## src/rtl/rv32_div_pkg.sv

```systemverilog
// -----------------------------------------------------------------------------
// rv32_div_pkg
// Shared types and constants for the iterative RV32M divider (div_iter).
//   div_op_e    : operation encoding, taken directly from funct3[1:0]
//   div_state_e : sequencer states of the divider
//   DIV_ZERO_Q  : architected quotient for division by zero
//   INT_MIN     : most negative 32-bit value, the signed-overflow dividend
// -----------------------------------------------------------------------------
package rv32_div_pkg;

  typedef enum logic [1:0] {
    OP_DIV  = 2'b00,
    OP_DIVU = 2'b01,
    OP_REM  = 2'b10,
    OP_REMU = 2'b11
  } div_op_e;

  typedef enum logic [1:0] {
    IDLE = 2'd0,
    BUSY = 2'd1,
    FIX  = 2'd2,
    DONE = 2'd3
  } div_state_e;

  localparam logic [31:0] DIV_ZERO_Q = 32'hFFFF_FFFF;
  localparam logic [31:0] INT_MIN    = 32'h8000_0000;

  // funct3[0] clear means the signed flavour (DIV / REM).
  function automatic logic op_is_signed(input logic [1:0] op);
    return ~op[0];
  endfunction

  // funct3[1] set means the remainder is the architected result.
  function automatic logic op_is_rem(input logic [1:0] op);
    return op[1];
  endfunction

endpackage

```

## src/rtl/div_step.sv

```systemverilog
// -----------------------------------------------------------------------------
// div_step
// One combinational restoring-division iteration on magnitudes.
//   rem         : partial remainder before this step
//   dq          : shift register, remaining dividend bits in the top,
//                 resolved quotient bits accumulating in the bottom
//   divisor_mag : unsigned divisor magnitude
//   rem_next    : partial remainder after this step
//   dq_next     : dq shifted left with the new quotient bit in bit 0
// -----------------------------------------------------------------------------
module div_step #(
  parameter int XLEN = 32
) (
  input  logic [XLEN-1:0] rem,
  input  logic [XLEN-1:0] dq,
  input  logic [XLEN-1:0] divisor_mag,
  output logic [XLEN-1:0] rem_next,
  output logic [XLEN-1:0] dq_next
);

  // The shifted remainder is kept one bit wider for the compare. In practice
  // the top bit is always zero here: the remainder entering a step is either
  // below a divisor of at most 2^(XLEN-1), or (for larger divisors) still just
  // the leading dividend bits, which never reach bit XLEN-1 before the final
  // step. Keeping it makes the compare correct without relying on that.
  logic [XLEN:0] rem_wide;
  logic          rem_ge;

  always_comb begin
    rem_wide = {rem, dq[XLEN-1]};
    // Unsigned magnitude comparator.
    rem_ge   = (rem_wide >= {1'b0, divisor_mag});
    rem_next = rem_ge ? (rem_wide[XLEN-1:0] - divisor_mag) : rem_wide[XLEN-1:0];
    dq_next  = {dq[XLEN-2:0], rem_ge};
  end

endmodule

```

## src/rtl/div_iter.sv

```systemverilog
// -----------------------------------------------------------------------------
// div_iter
// Multi-cycle restoring divider for RV32M DIV / DIVU / REM / REMU.
// One quotient bit is resolved per cycle; the execute stage stalls on it
// through a start/valid handshake.
//
// Ports
//   i_clk       clock, rising edge
//   i_rst_n     asynchronous active-low reset
//   i_start     request, sampled only while o_ready=1
//   i_op        div_op_e (funct3[1:0])
//   i_dividend  rs1
//   i_divisor   rs2
//   i_flush     abort; wins over a same-cycle i_start
//   o_ready     idle, can accept i_start
//   o_busy      operation in progress (BUSY or FIX)
//   o_valid     one-cycle pulse, o_result valid
//   o_result    quotient or remainder; held until the next completion
//
// Latency from the edge sampling i_start: divide-by-zero and signed overflow
// resolve at that edge (o_valid after edge 1); every other case spends
// 32 BUSY cycles plus one FIX cycle (o_valid after edge 34).
// -----------------------------------------------------------------------------
module div_iter
  import rv32_div_pkg::*;
#(
  parameter int XLEN = 32
) (
  input  logic            i_clk,
  input  logic            i_rst_n,
  input  logic            i_start,
  input  logic [1:0]      i_op,
  input  logic [XLEN-1:0] i_dividend,
  input  logic [XLEN-1:0] i_divisor,
  input  logic            i_flush,
  output logic            o_ready,
  output logic            o_busy,
  output logic            o_valid,
  output logic [XLEN-1:0] o_result
);

  localparam int CW = $clog2(XLEN);

  localparam logic [1:0] ST_IDLE = IDLE;
  localparam logic [1:0] ST_BUSY = BUSY;
  localparam logic [1:0] ST_FIX  = FIX;
  localparam logic [1:0] ST_DONE = DONE;

  localparam logic [XLEN-1:0] ZERO_Q_X  = XLEN'(DIV_ZERO_Q);
  localparam logic [XLEN-1:0] INT_MIN_X = XLEN'(INT_MIN);

  logic [1:0]      state_reg, state_next;
  logic            op_rem_reg, op_rem_next;
  logic [XLEN-1:0] rem_reg, rem_next;
  logic [XLEN-1:0] dq_reg, dq_next;
  logic [XLEN-1:0] dmag_reg, dmag_next;
  logic [CW-1:0]   count_reg, count_next;
  logic            neg_q_reg, neg_q_next;
  logic            neg_r_reg, neg_r_next;
  logic [XLEN-1:0] result_reg, result_next;

  // Request decode (only meaningful while idle).
  logic            req_signed;
  logic            dividend_neg;
  logic            divisor_neg;
  logic [XLEN-1:0] dividend_mag;
  logic [XLEN-1:0] divisor_mag;
  logic            div_by_zero;
  logic            signed_ovf;

  // Iteration datapath and sign fix-up.
  logic [XLEN-1:0] step_rem;
  logic [XLEN-1:0] step_dq;
  logic [XLEN-1:0] quot_fixed;
  logic [XLEN-1:0] rem_fixed;

  div_step #(
    .XLEN (XLEN)
  ) u_step (
    .rem         (rem_reg),
    .dq          (dq_reg),
    .divisor_mag (dmag_reg),
    .rem_next    (step_rem),
    .dq_next     (step_dq)
  );

  always_comb begin
    req_signed   = op_is_signed(i_op);
    dividend_neg = req_signed & i_dividend[XLEN-1];
    divisor_neg  = req_signed & i_divisor[XLEN-1];
    // Negating INT_MIN yields INT_MIN again, which is the correct magnitude
    // once treated as unsigned.
    dividend_mag = dividend_neg ? (~i_dividend + 1'b1) : i_dividend;
    divisor_mag  = divisor_neg  ? (~i_divisor  + 1'b1) : i_divisor;
    div_by_zero  = (i_divisor == '0);
    signed_ovf   = req_signed && (i_dividend == INT_MIN_X) && (i_divisor == '1);
  end

  always_comb begin
    quot_fixed = neg_q_reg ? (~dq_reg  + 1'b1) : dq_reg;
    rem_fixed  = neg_r_reg ? (~rem_reg + 1'b1) : rem_reg;
  end

  always_comb begin
    state_next  = state_reg;
    op_rem_next = op_rem_reg;
    rem_next    = rem_reg;
    dq_next     = dq_reg;
    dmag_next   = dmag_reg;
    count_next  = count_reg;
    neg_q_next  = neg_q_reg;
    neg_r_next  = neg_r_reg;
    result_next = result_reg;

    case (state_reg)
      ST_IDLE: begin
        if (i_start) begin
          op_rem_next = op_is_rem(i_op);
          rem_next    = '0;
          dq_next     = dividend_mag;
          dmag_next   = divisor_mag;
          count_next  = CW'(XLEN - 1);
          neg_q_next  = dividend_neg ^ divisor_neg;
          neg_r_next  = dividend_neg;
          if (div_by_zero) begin
            // Architected divide-by-zero: quotient all ones, remainder = rs1.
            result_next = op_is_rem(i_op) ? i_dividend : ZERO_Q_X;
            state_next  = ST_DONE;
          end else if (signed_ovf) begin
            result_next = op_is_rem(i_op) ? '0 : INT_MIN_X;
            state_next  = ST_DONE;
          end else begin
            state_next  = ST_BUSY;
          end
        end
      end

      ST_BUSY: begin
        rem_next = step_rem;
        dq_next  = step_dq;
        if (count_reg == '0) begin
          state_next = ST_FIX;
        end else begin
          count_next = count_reg - 1'b1;
        end
      end

      ST_FIX: begin
        // Quotient sign follows the operand signs, remainder sign follows
        // the dividend (truncating division); unsigned ops never negate.
        result_next = op_rem_reg ? rem_fixed : quot_fixed;
        state_next  = ST_DONE;
      end

      ST_DONE: begin
        state_next = ST_IDLE;
      end

      default: begin
        state_next = ST_IDLE;
      end
    endcase

    // Abort: drop any same-cycle start and keep the last delivered result.
    if (i_flush) begin
      state_next  = ST_IDLE;
      result_next = result_reg;
    end
  end

  always_ff @(posedge i_clk or negedge i_rst_n) begin
    if (!i_rst_n) begin
      state_reg  <= ST_IDLE;
      op_rem_reg <= 1'b0;
      rem_reg    <= '0;
      dq_reg     <= '0;
      dmag_reg   <= '0;
      count_reg  <= '0;
      neg_q_reg  <= 1'b0;
      neg_r_reg  <= 1'b0;
      result_reg <= '0;
    end else begin
      state_reg  <= state_next;
      op_rem_reg <= op_rem_next;
      rem_reg    <= rem_next;
      dq_reg     <= dq_next;
      dmag_reg   <= dmag_next;
      count_reg  <= count_next;
      neg_q_reg  <= neg_q_next;
      neg_r_reg  <= neg_r_next;
      result_reg <= result_next;
    end
  end

  always_comb begin
    o_ready  = (state_reg == ST_IDLE);
    o_busy   = (state_reg == ST_BUSY) || (state_reg == ST_FIX);
    o_valid  = (state_reg == ST_DONE);
    o_result = result_reg;
  end

endmodule

```

## config.mk

```make
export PLATFORM = sky130hd
export DESIGN_NAME = div_iter
export DESIGN_NICKNAME = d
export VERILOG_FILES = /design/src/rtl/rv32_div_pkg.sv /design/src/rtl/div_step.sv /design/src/rtl/div_iter.sv
export SDC_FILE = /design/constraint.sdc
export NUM_CORES = 1
export LEC_CHECK = 0
export ABC_AREA = 0
export CAP_MARGIN = 5
export CORE_ASPECT_RATIO = 1.5
export CORE_MARGIN = 2
export CORE_UTILIZATION = 35
export CTS_BUF_LIST = sky130_fd_sc_hd__clkbuf_4
export DETAILED_ROUTE_END_ITERATION = 10
export SYNTH_ARGS = -nofsm -noshare
export SYNTH_HDL_FRONTEND = slang
export SYNTH_SLANG_ARGS = --single-unit
```

## constraint.sdc

```tcl
create_clock -name i_clk -period 9 [get_ports i_clk]
set_input_delay 1.35 -clock i_clk [delete_from_list [all_inputs] [get_ports i_clk]]
set_output_delay 1.35 -clock i_clk [all_outputs]
set_load 0.02 [all_outputs]
```

### Yosys cells after proc, flatten, opt, wreduce, memory -nomap -nowiden

Index checks and enable logic that the tools add are counted.

* div/mod/pow operators: 0
* mux-type cells: 25
* reduce and logical (&&, ||, !) cells: 13
* multipliers: 0
* bitwise logic cells: 9
* eq/ne operators: 10
* magnitude comparators: 1
* shift operators: 0
* add/subtract/negate cells: 6

Operator list (count)
* 32-bit two-way mux: 13
* 32-bit one-hot mux with 2 select lines: 3
* 32-bit by 1-bit adder with 32-bit output, second input constant: 4
* 32-bit NOT: 4
* 32-bit equality test, second input constant: 2
* 33-bit by 32-bit >= comparator with 1-bit output: 1
* 32-bit zero test: 1
* 32-bit subtractor: 1
* 2-bit two-way mux: 5
* 5-bit two-way mux: 2
* 5-bit one-hot mux with 2 select lines: 1
* 2-bit one-hot mux with 4 select lines: 1
* 3-bit != test, second input constant: 2
* 2-bit AND reduction: 3
* 5-bit zero test: 1
* 5-bit by 1-bit subtractor with 5-bit output, second input constant: 1
* 2-bit equality test, second input constant: 2
* 2-bit != test, second input constant: 2
* 4-bit AND reduction: 1
* 2-bit nonzero test: 2
* 3-bit by 1-bit != test with 1-bit output, second input constant: 1
* 3-bit AND reduction: 1
* 1-bit bitwise AND: 2
* 2-bit by 1-bit equality test with 1-bit output, second input constant: 1
* 5 further kinds: 7

* RAM bits: 0
* bits in latches: 0
* ROM bits: 0
* output and inout port bits: 35
* word-level logic and storage cells: 73
* memories kept: 0
* flip-flop bits (word level): 138
* bits of input ports: 70

### Longest topological paths before layout

* depth in word-level cells: 8
* depth in mapped cells: 13
* mapped depth without buffers: 12

### Hierarchy

From an unflattened synthesis, not the netlist that was laid out.

* cell total of the unflattened synthesis: 1398
* area, all modules: 11579.9 um2

Modules (own cells, without submodules)
* div_iter: sequential area each 3453.3 um2, cells an instance 1043, area each 9008.6 um2, instances 1
* div_step: sequential area each 0.0 um2, cells an instance 355, area each 2571.2 um2, instances 1

### Worst setup path after synthesis

No wires, ideal clock.

* path type: input to register
* start: input port i_dividend[9]
* end: register dq_reg[27]
* setup time: 77 ps
* path slack: 5204 ps
* cell stages on the path: 8
* data required time: 8923 ps
* arrival time: 3719 ps
* buffers on the path: 0
* cell sequence: or3_4 or4_4 or4_4 or4_4 o41ai_4 xnor2_1 mux2i_1 o21ai_1

* longest elaborated chain between the ends: 5

Ends and longest elaborated chain
* start: declaration: RTL line div_iter.sv:33 `input logic [XLEN-1:0] i_dividend,`
* 32-bit NOT: RTL line div_iter.sv:93 `dividend_mag = dividend_neg ? (~i_dividend + 1'b1) : i_dividend;`
* 32-bit by 1-bit adder with 32-bit output: RTL line div_iter.sv:93
* 32-bit two-way mux: RTL line div_iter.sv:93
* 32-bit two-way mux: RTL line div_iter.sv:117 `if (i_start) begin`
* 32-bit one-hot mux with 2 select lines: RTL line div_iter.sv:115 `case (state_reg)`
* end signal: assignment: RTL line div_iter.sv:186 `dq_reg <= dq_next;`
* end: declaration: RTL line div_iter.sv:55 `logic [XLEN-1:0] dq_reg, dq_next;`

Every way passes these cells. The select of a mux whose other input is x is not followed.
A chain may end at the register's enable or synchronous reset.

### Worst setup path after layout

* start: input port i_dividend[9]
* end: register result_reg[31] (netlist: o_result[31])

* longest elaborated chain between the ends: 5

Ends and longest elaborated chain
* 32-bit equality test: RTL line div_iter.sv:96 `signed_ovf = req_signed && (i_dividend == INT_MIN_X) && (i_divisor == '1);`
* 1-bit logical AND (2 in series): RTL line div_iter.sv:96
* 3-bit by 1-bit != test with 1-bit output (no source line)
* 4-bit AND reduction (no source line)
* end signal: assignment: RTL line div_iter.sv:191 `result_reg <= result_next;`
* end: declaration: RTL line div_iter.sv:60 `logic [XLEN-1:0] result_reg, result_next;`

Every way passes these cells.

==> impl_metrics.tcl <==
set metrics [dict create \
    clockBufferDepth 2 \
    initial_core_util_pct 35.5 \
    ctsHoldBuffers 0 \
    hpwl_mm 25.6 \
    clkLatencyLatePin_ns 0.62 \
    p_int_mw 1.68 \
    power.density_mw_per_mm2 247 \
    async_flop_share_pct 100 \
    cts_tree "built" \
    relSlewSlack_pct 26.8 \
    die_w_um 149 \
    status "completed" \
    p_leak_nw 5.32 \
    boundaryPins 105 \
    antenna_left 0 \
    r2r_slack_ns 4.88 \
    r2r-start "rem_reg[8]$_DFFE_PN0P_" \
    cp_top_family "simple AND/OR/NAND/NOR gates" \
    routedWlPerCell_um 17.8 \
    yosys.area_share.simple_pct 18.2 \
    fmax_mhz 212 \
    path_buf_inv 2 \
    final_cells 1877 \
    place_congestion 0.903 \
    min_from "dmag_reg[4]$_DFFE_PN0P_" \
    synthesis.area_mm2 0.0110 \
    seq_area_frac_synth_pct 31.3 \
    synth_xor_area_share_pct 11.4 \
    nNetsFinal 1573 \
    synth-seq-cells 138 \
    ys_types 68 \
    holdPathEnd "dmag_reg[4]$_DFFE_PN0P_" \
    drtPass1Iterations 5 \
    drive_above_1_share_pct 3.87 \
    finalSetupTns_ns 0 \
    cp.arrival_ns 5.22 \
    synth_flop_cell "dfrtp_1" \
    synth_compound_area_share_pct 26.5 \
    yosysMostFrequentCell "o21ai_0" \
    synth.area.top_cells "dfrtp_1 (31%), o21ai_0 (8.6%), xnor2_1 (6.9%), nand2_1 (6.1%), a21oi_1 (5.0%)" \
    setup_viol 0 \
    route.detailed.drc 0 \
    final.setup_skew_ns 0.0236 \
    root_buffer "clkbuf_4" \
    rsz0062_at_grt "false" \
    hold_violations 0 \
    critPathKind "primary input to register" \
    synth_mux_area_share_pct 2.46 \
    met2_length_mm 16.7 \
    synth_edf_count 0 \
    synth_nets 1521 \
    critical_path.max_stage_delay_ns 0.51 \
    p_sw_share_pct 46.3 \
    yosys_warnings 0 \
    pwr-share-comb_pct 51.9 \
    h-tree-depth 4 \
    wl_mm 33.4 \
    power_frac_clock_pct 13.8 \
    worstReg2RegEnd "rem_reg[22]$_DFFE_PN0P_" \
    cts_setup_buffers 0 \
    netlist.area_leader.share_pct 31.3 \
    synthCells 1407 \
    first_global_vias 10100 \
    port_buffers 104 \
    post-route-util_pct 40.7 \
    core_area_mm2 0.0310 \
    r2r_cells 9 \
    seqPwrFrac_pct 34.3 \
    synth_top_family_by_area "compound AO/OA/AOI/OAI gates" \
    vias_per_cell 5.51 \
    cts_sinks 138 \
    grt_antenna_before_repair 1 \
    crit_required_ns 9.50 \
    placed_area_mm2 0.0124 \
    vias 10300 \
    first_iter_violations 675 \
    synth.avg_cell_area_um2 7.83 \
    clkSlewWorstSetupHoldPaths_ns 0.11 \
    worst_setup_path_end_kind "register" \
    whs_path_depth 2 \
    rows 79 \
    wl_met1_mm 14.4 \
    cap_violations 0 \
    cp_cell_sequence "clkdlybuf4s50_1 -> or3_4 -> or4_4 -> nor4_2 -> nand2_1 -> o211ai_1 -> nand3b_1 -> buf_4 -> o41ai_1" \
    cts_buffers 17 \
    stdcell_area_mm2 0.0126 \
    grt_max_degree 85 \
    worst_pin_slew_ns 1.10 \
    slew_violations 0 \
    fin_crit_sh_pct 52.5 \
    min_path_type "register to register" \
    place_inst 1845 \
    post-route-min-period_ns 4.72 \
    highest_layer "met4" \
    die_h_um 221 \
    wl_met3_mm 1.22 \
    synthAdderAreaFrac_pct 5.07 \
    synth_top_area_cell "dfrtp_1" \
    synthTopCellsByCount "o21ai_0 (189), nand2_1 (180), dfrtp_1 (138), a21oi_1 (110), nor2_1 (96)" \
    cts_resized 0 \
    area.growth.synth_to_final_pct 14.7 \
    p_switching_mw 1.45 \
    grt_pass1_wl_mm 53.3 \
    path_max_fanout 48 \
    start_kind "primary input" \
    fillerInstances 3231 \
    critical-path-slowest-cell "nand3b_1" \
    die_area_mm2 0.0329 \
    gr-total-overflow 0 \
    ir_drop_uv 123 \
    gr-usage-all-layers_pct 20.3 \
]
-- cells in the final DEF, fill, tap and decap left out, types with 8 or more instances in the layout --
master and count:
a21o_1 23, nor2_1 96, inv_1 64, nand2b_1 11
clkdlybuf4s50_1 103, or3_1 13, xnor2_1 87, buf_4 11
o21ai_1 11, dfrtp_1 138, o31ai_1 31, ha_1 42
nor4_1 13, o21a_1 9, clkbuf_4 20, a32oi_1 11
a21oi_1 110, and3_1 8, mux2i_1 25, o21ai_0 189
o211ai_1 14, o41ai_1 17, nand3_1 17, xor2_1 56
a211oi_1 14, nand2_1 179, or4_1 22, nand4_1 12
nor3_1 25
-- worst max-delay path by stage --
stage                  start                       end  slack [ns]  depth (start not counted)
6_report       i_dividend[9]  o_result[31]$_DFFE_PN0P_        4.28                          9
5_1_grt        i_dividend[9]  o_result[31]$_DFFE_PN0P_        4.02                          9
4_1_cts        i_dividend[9]  o_result[31]$_DFFE_PN0P_        4.28                          9
3_5_place_dp   i_dividend[9]  o_result[31]$_DFFE_PN0P_        3.64                          9
3_3_place_gp   i_dividend[9]  o_result[31]$_DFFE_PN0P_        3.77                          9
2_1_floorplan  i_dividend[9]    dq_reg[27]$_DFFE_PN0P_        5.20                          8
-- worst register-to-register path: cells and delay by family, from the launching register on --
kind	cells	cell delay, ns
flip-flops	1	0.52
adder cells (fa/ha/maj)	1	0.48
buffers and inverters	1	0.30
AO/OA/AOI/OAI	4	1.95
AND/OR/NAND/NOR	3	0.80
-- cell families after synthesis --
kind of cell / after synthesis
AND/OR/NAND/NOR: 428
buffers and inverters: 147
XOR/XNOR: 143
flip-flops: 138
AO/OA/AOI/OAI: 480
multiplexers: 27
adder cells (fa/ha/maj): 44
-- per-stage QoR --
step	hold slack [ns]	setup WS, ns	power (mW)
floorplan	0.450	5.20	2.18
finish	0.490	4.28	3.12
global placement	0.464	3.77	2.68
global route	0.526	4.02	3.39
CTS	0.498	4.28	3.14
detailed placement	0.470	3.64	2.71
-- power groups by stage --
stage               logic [mW]  registers [mW]  clock network (mW)
floorplan                 1.13            1.04                   0
global placement          1.60            1.08                   0
detailed placement        1.62            1.09                   0
CTS                       1.62            1.07               0.443
global route              1.81            1.11               0.467
finish                    1.62            1.07               0.431
-- layout make-up --
type | instances | area [µm²] | area share, %
Multi-Input combinational cell | 1122 | 7030 | 55.6
Sequential cell | 138 | 3450 | 27.3
Clock buffer | 20 | 150 | 1.19
Clock inverter | 11 | 129 | 1.02
Tap cell | 405 | 507 | 4.01
Timing Repair Buffer | 115 | 1120 | 8.90
Inverter | 65 | 244 | 1.93
Antenna cell | 1 | 2.50 | 0.0198
-- per-layer routing --
metal	vias up	track usage, %
met5	-	0
met3	61	2.47
met2	240	35.3
met1	4877	25.4
met4	0	8.20
li1	5155	-
(Power assumes the default switching activity.)
